File: config.mk
export PLATFORM = sky130hd
export DESIGN_NAME = scan_decoder
export DESIGN_NICKNAME = d
export VERILOG_FILES = /design/src/rtl/scan_decoder.sv
export SDC_FILE = /design/constraint.sdc
export NUM_CORES = 1
export LEC_CHECK = 0
export ABC_CLOCK_PERIOD_IN_PS = 2100
export BUFFER_PORTS_ARGS = -buffer_cell sky130_fd_sc_hd__buf_2
export CAP_MARGIN = 20
export CORE_ASPECT_RATIO = 0.7
export CORE_UTILIZATION = 30
export DETAILED_ROUTE_END_ITERATION = 8
export GPL_TIMING_DRIVEN = 0
export PLACE_DENSITY = 0.59
export RECOVER_POWER = 50
export REMOVE_ABC_BUFFERS = 1
export SLEW_MARGIN = 20
export SYNTH_ARGS = -nofsm -noshare
export SYNTH_HDL_FRONTEND = slang
export SYNTH_SLANG_ARGS = --single-unit
File: constraint.sdc
create_clock -name clk -period 2.1 [get_ports clk]
set_clock_uncertainty 0.05 [all_clocks]
set_input_delay 0.42 -clock clk [delete_from_list [all_inputs] [get_ports clk]]
set_output_delay 0.42 -clock clk [all_outputs]
set_load 0.02 [all_outputs]
File: src/rtl/scan_decoder.sv
// N-to-2^N one-hot decoder with registered outputs: DECODE mode latches a valid-qualified
// index, SCAN mode walks a single one-hot bit with a programmable dwell per position.
module scan_decoder #(
    parameter int N       = 3,
    parameter int DWELL_W = 4
) (
    input  logic               clk,
    input  logic               reset,
    input  logic               en,
    input  logic               mode,
    input  logic               in_valid,
    input  logic [N-1:0]       inp,
    input  logic [DWELL_W-1:0] dwell,
    output logic [2**N-1:0]    out_sel,
    output logic               out_valid,
    output logic [N-1:0]       index,
    output logic               wrap
);

    localparam int OUTS = 2**N;
    localparam logic [OUTS-1:0] SEL_FIRST = OUTS'(1);

    typedef enum logic [1:0] {IDLE, DECODE, SCAN} state_t;

    state_t             state;
    logic [DWELL_W-1:0] dwellCnt;

    always_ff @(posedge clk) begin
        if (reset) begin
            state     <= IDLE;
            out_sel   <= '0;
            out_valid <= 1'b0;
            index     <= '0;
            wrap      <= 1'b0;
            dwellCnt  <= '0;
        end else if (!en) begin
            state     <= IDLE;
            out_sel   <= '0;
            out_valid <= 1'b0;
            index     <= '0;
            wrap      <= 1'b0;
        end else if (!mode) begin
            // A fresh DECODE shows nothing until the first qualified index arrives.
            state <= DECODE;
            wrap  <= 1'b0;
            if (in_valid) begin
                out_sel   <= SEL_FIRST << inp;
                out_valid <= 1'b1;
                index     <= inp;
            end else if (state != DECODE) begin
                out_sel   <= '0;
                out_valid <= 1'b0;
                index     <= '0;
            end
        end else begin
            state <= SCAN;
            if (state != SCAN) begin
                out_sel   <= SEL_FIRST;
                out_valid <= 1'b1;
                index     <= '0;
                wrap      <= 1'b0;
                dwellCnt  <= dwell;
            end else if (dwellCnt != '0) begin
                dwellCnt <= dwellCnt - DWELL_W'(1);
                wrap     <= 1'b0;
            end else begin
                // Rotating keeps out_sel one-hot and in step with index without a decoder.
                out_sel   <= {out_sel[OUTS-2:0], out_sel[OUTS-1]};
                out_valid <= 1'b1;
                index     <= index + N'(1);
                wrap      <= (index == '1);
                dwellCnt  <= dwell;
            end
        end
    end

endmodule

Word-level counts from Yosys, hierarchy flattened
Cells that the tools add are included.
{"block": "totals", "reg_bits": 19, "in_bits": 12, "out_inout_bits": 13, "word_cells": 39}
{"block": "op_classes", "add_sub_neg": 2, "eq_ne": 4, "shifts": 1, "mux": 18, "bitwise": 2, "n_reduce_logical": 6}
{"op": "2-to-1 mux 8 bit", "n": 5}
{"op": "2-to-1 mux 3 bit", "n": 5}
{"op": "2-to-1 mux 4 bit", "n": 2}
{"op": "left shift 1 x 3 -> 8 bit (first input constant)", "n": 1}
{"op": "2-to-1 mux 1 bit", "n": 5}
{"op": "OR reduction 5 bit", "n": 1}
{"op": "AND reduction 2 bit", "n": 2}
{"op": "nonzero test 4 bit", "n": 1}
{"op": "subtractor 4 x 1 -> 4 bit (second input constant)", "n": 1}
{"op": "adder 3 x 1 -> 3 bit (second input constant)", "n": 1}
{"op": "== test 3 bit (second input constant)", "n": 1}
{"op": "!= test 3 bit (second input constant)", "n": 1}
{"op": "nonzero test 3 bit", "n": 1}
{"op": "2-to-1 mux 2 bit", "n": 1}
{"op": "!= test 2 x 1 -> 1 bit (second input constant)", "n": 1}
{"op": "!= test 2 bit (second input constant)", "n": 1}
{"op": "inverter 1 bit", "n": 2}
{"op": "OR reduction 2 bit", "n": 1}

Logic depth before layout (Yosys ltp)
{"block": "logic_depth", "ltp_word": 4, "ltp_mapped": 7, "ltp_nobuf": 6}

Least setup slack after synthesis
No wires, ideal clock.
{"block": "synth_path", "path_kind": "register to register", "start": "register dwellCnt[0]", "end": "register index[2]", "setup_time_ps": 79, "arrival_time_ps": 1488, "t_required_ps": 1971, "path_slack_ps": 483, "path_stages_with_launch": 8, "path_buffers": 1, "period_less_slack_ps": 1617, "cell_sequence": "dfxtp_1 > inv_1 > ha_1 > or3b_4 > a21oi_4 > buf_6 > nor2_2 > a211oi_2"}
{"block": "synth_via", "elab_chain_cells": 3}
{"element": "start: declaration", "line_no": "26", "text": "logic [DWELL_W-1:0] dwellCnt;"}
{"element": "start signal: assignment", "line_no": "62", "text": "dwellCnt <= dwell;"}
{"element": "start signal: assignment", "line_no": "64", "text": "dwellCnt <= dwellCnt - DWELL_W'(1);"}
{"element": "start signal: assignment", "line_no": "72", "text": "dwellCnt <= dwell;"}
{"element": "nonzero test 4 bit", "line_no": "63", "text": "end else if (dwellCnt != '0) begin"}
{"element": "!= test 3 bit (no line)"}
{"element": "AND reduction 2 bit (no line)"}
{"element": "end signal: assignment", "line_no": "49", "text": "index <= inp;"}
{"element": "end signal: assignment", "line_no": "70", "text": "index <= index + N'(1);"}
{"element": "end: declaration", "line_no": "16", "text": "output logic [N-1:0] index,"}
No other way between the ends.
A chain may end at the register's enable or synchronous reset.

Final worst setup path
{"block": "layout_path", "start": "register dwellCnt[0]", "end": "register out_sel[2]"}
{"block": "layout_via", "elab_chain_cells": 3}
{"element": "nonzero test 4 bit", "line_no": "63"}
{"element": "!= test 3 bit (no line)"}
{"element": "AND reduction 2 bit (no line)"}
{"element": "end signal: assignment", "line_no": "47", "text": "out_sel <= SEL_FIRST << inp;"}
{"element": "end signal: assignment", "line_no": "68", "text": "out_sel <= {out_sel[OUTS-2:0], out_sel[OUTS-1]};"}
{"element": "end: declaration", "line_no": "14", "text": "output logic [2**N-1:0] out_sel,"}
No other way between the ends.

==> metrics <==
Switching Fraction=0.2613; Initial Util=0.3321; Crit path required time=2.23 ns; antenna violations before repair=0; Num CTS Buffers=3; Clk Latency, worst-skew pair=0.25 ns; Max Fclk=519.2 MHz; H-tree depth reported by CTS=1; Combinational Power Share=0.150; r2r endpoint=out_sel[2]; Slew @ Worst Pin=0.6728 ns; final-report hold violation count=0; Max IR drop VDD=0.0003181 V; Mapped Cells=110; Avg Inst Size Synth=8.884 µm²; share of layout cells above drive strength 1=0.1504; Detail Route Antenna Nets=0; largest net degree at the start of global routing=24; sequential share of the synthesized area=0.3892; setup TNS=0 ns; Worst-path clk slew=0.07 ns; FF+latch count, synth=19; Port Buf Inserts=24; Cell Pwr Density=651.1 mW/mm²; Leak=0.4009 nW; GRT Total Usage=0.1381; Clk pwr share=0.333; clk buf depth=2; Vias=934; worst setup path category=flop to flop; Congestion Overflow GR=0; CTS resizes=0; number of synthesized flops with an enable pin=0; Row Count=16; Area Growth Syn to Fin=16.65%; Tcrit/Tclk final=0.9172; RSZ-0062 raised after global routing=no; Int Power=0.0005483 W; first-pass GRT wire length=3705 µm; vias in the first global route=772; Residual DRC=0; max-slew violations=0; fin crit period=1.926 ns; Net Switching=0.0001939 W; Netlist cell types=41; NumNets Final=149; routed length per placed instance=14.14 µm; initial DRC count=61; Critical Path AT=2.06 ns; total routed wirelength=2389 µm; Tot Pwr=0.0007422 W; Reg power frac=0.517; clock sinks=19; Rel. slew slack=0.5505; critical path capture point type=flop; Final GP Congestion=0.7939; Worst Setup EP=out_sel[2]; status=finished, final reports clean; crit path launch=dwellCnt[0]; most frequent cells in the layout=dfxtp_1, clkbuf_1, nor2_1, buf_2, a21oi_1; Max-Cap Viols=0; DR pass1 iterations=4; flop2flop setup slack=0.17 ns; Hold Crit Class=input pin to flop; most common cell after layout, fill and taps aside=dfxtp_1; Mapped Area=977.2 µm²; drt via density=5.527; DP HPWL=1682 µm; Root Driver=clkbuf_8; # hold bufs at CTS=0; die span in x=70.22 µm; CTS tree=yes; Reg2Reg Depth=6; Startpoint Class=flop; CP max FO=11; worst r2r src=dwellCnt[0]; Yosys Warn Count=0; Final setup viols=0; Core Util, Final=0.3873; IO Pins=25; n_diodes=0; Die H=49.75 µm; Synth async-reset ratio=0; ys flop type=dfxtp_1; post-CTS setup buffer count=0; Core Area=0.002943 mm²; die area=0.003493 mm²
-- stage by stage --
step | setup WS, ns | instance area (µm²) | hold slack [ns] | cells
floorplan | 0.2878 | 942.2 | 0.3957 | 104
global placement | 0.1256 | 1107 | 0.4208 | 164
detailed placement | 0.08499 | 1107 | 0.4310 | 164
CTS | 0.07525 | 1152 | 0.3675 | 168
global route | 0.06038 | 1140 | 0.3830 | 169
finish | 0.1738 | 1140 | 0.3710 | 169
-- power by group through the flow --
stage               clock network [W]  registers (W)  logic [W]
floorplan                           0       0.000397  0.0000647
global route                 0.000282       0.000385   0.000123
CTS                          0.000258       0.000384   0.000112
detailed placement                  0       0.000392   0.000112
global placement                    0       0.000391   0.000110
finish                       0.000247       0.000384   0.000111
-- worst min-delay path by stage --
stage                            from           to  slack, ns  cells after the start
after global placement    dwellCnt[1]  dwellCnt[1]       0.42                      2
after CTS                    dwell[0]  dwellCnt[0]       0.37                      3
after detailed placement  dwellCnt[1]  dwellCnt[1]       0.43                      2
final                        dwell[0]  dwellCnt[0]       0.37                      3
after global routing         dwell[2]  dwellCnt[2]       0.38                      2
after floorplan           dwellCnt[1]  dwellCnt[1]       0.40                      2
-- kinds of logic (layout without fill, tap and decap cells) --
kind of cell    Yosys count  in the layout  synth area share
compound gates           40             41            0.2945
flops                    19             19            0.3892
buf+inv                   8             30           0.04353
simple gates             40             40            0.2343
fa+ha+maj                 3              3           0.03842
-- worst max-delay path: stages (launching register included) --
cell     delay, ns
dfxtp_1       0.33
inv_1         0.08
ha_1          0.20
or3b_1        0.46
a21oi_2       0.49
o21ai_1       0.11
a21oi_1       0.14
-- cell type report --
type,instances,area (µm²)
multi-input cells,84,560.5
clock buffers,4,45.04
repair buffers,24,101.3
fillers,315,1803
well taps,36,45.04
inverters,2,7.507
flip-flops and latches,19,380.4
-- per-layer routing --
layer  global-route usage  vias to the layer above  wire length, µm
li1                     -                      462                -
met1               0.1995                      439             1255
met2               0.1859                       28              961
met3              0.04294                        5              136
met4              0.06000                        0               36
met5                    0                        -                0
-- synthesized netlist by cell type (2+ instances only) --
cell | count | share of area
o21ai_1 | 7 | 0.036
a21oi_1 | 8 | 0.041
clkbuf_1 | 3 | 0.012
nor2b_1 | 4 | 0.026
nor3b_1 | 2 | 0.015
nand2b_1 | 3 | 0.019
a31oi_1 | 3 | 0.019
a211oi_1 | 3 | 0.023
nand2_1 | 7 | 0.027
inv_1 | 2 | 0.0077
dfxtp_1 | 19 | 0.39
a32oi_1 | 2 | 0.018
nor2_1 | 9 | 0.035
nor3_1 | 5 | 0.026
a22oi_1 | 5 | 0.038
ha_1 | 3 | 0.038
-- registers in the layout, summed over array words and instances (netlist names) --
register   flops
out_sel        8
dwellCnt       4
index          3
state          2
out_valid      1
wrap           1
No activity file was read; power rests on OpenSTA's default activity.
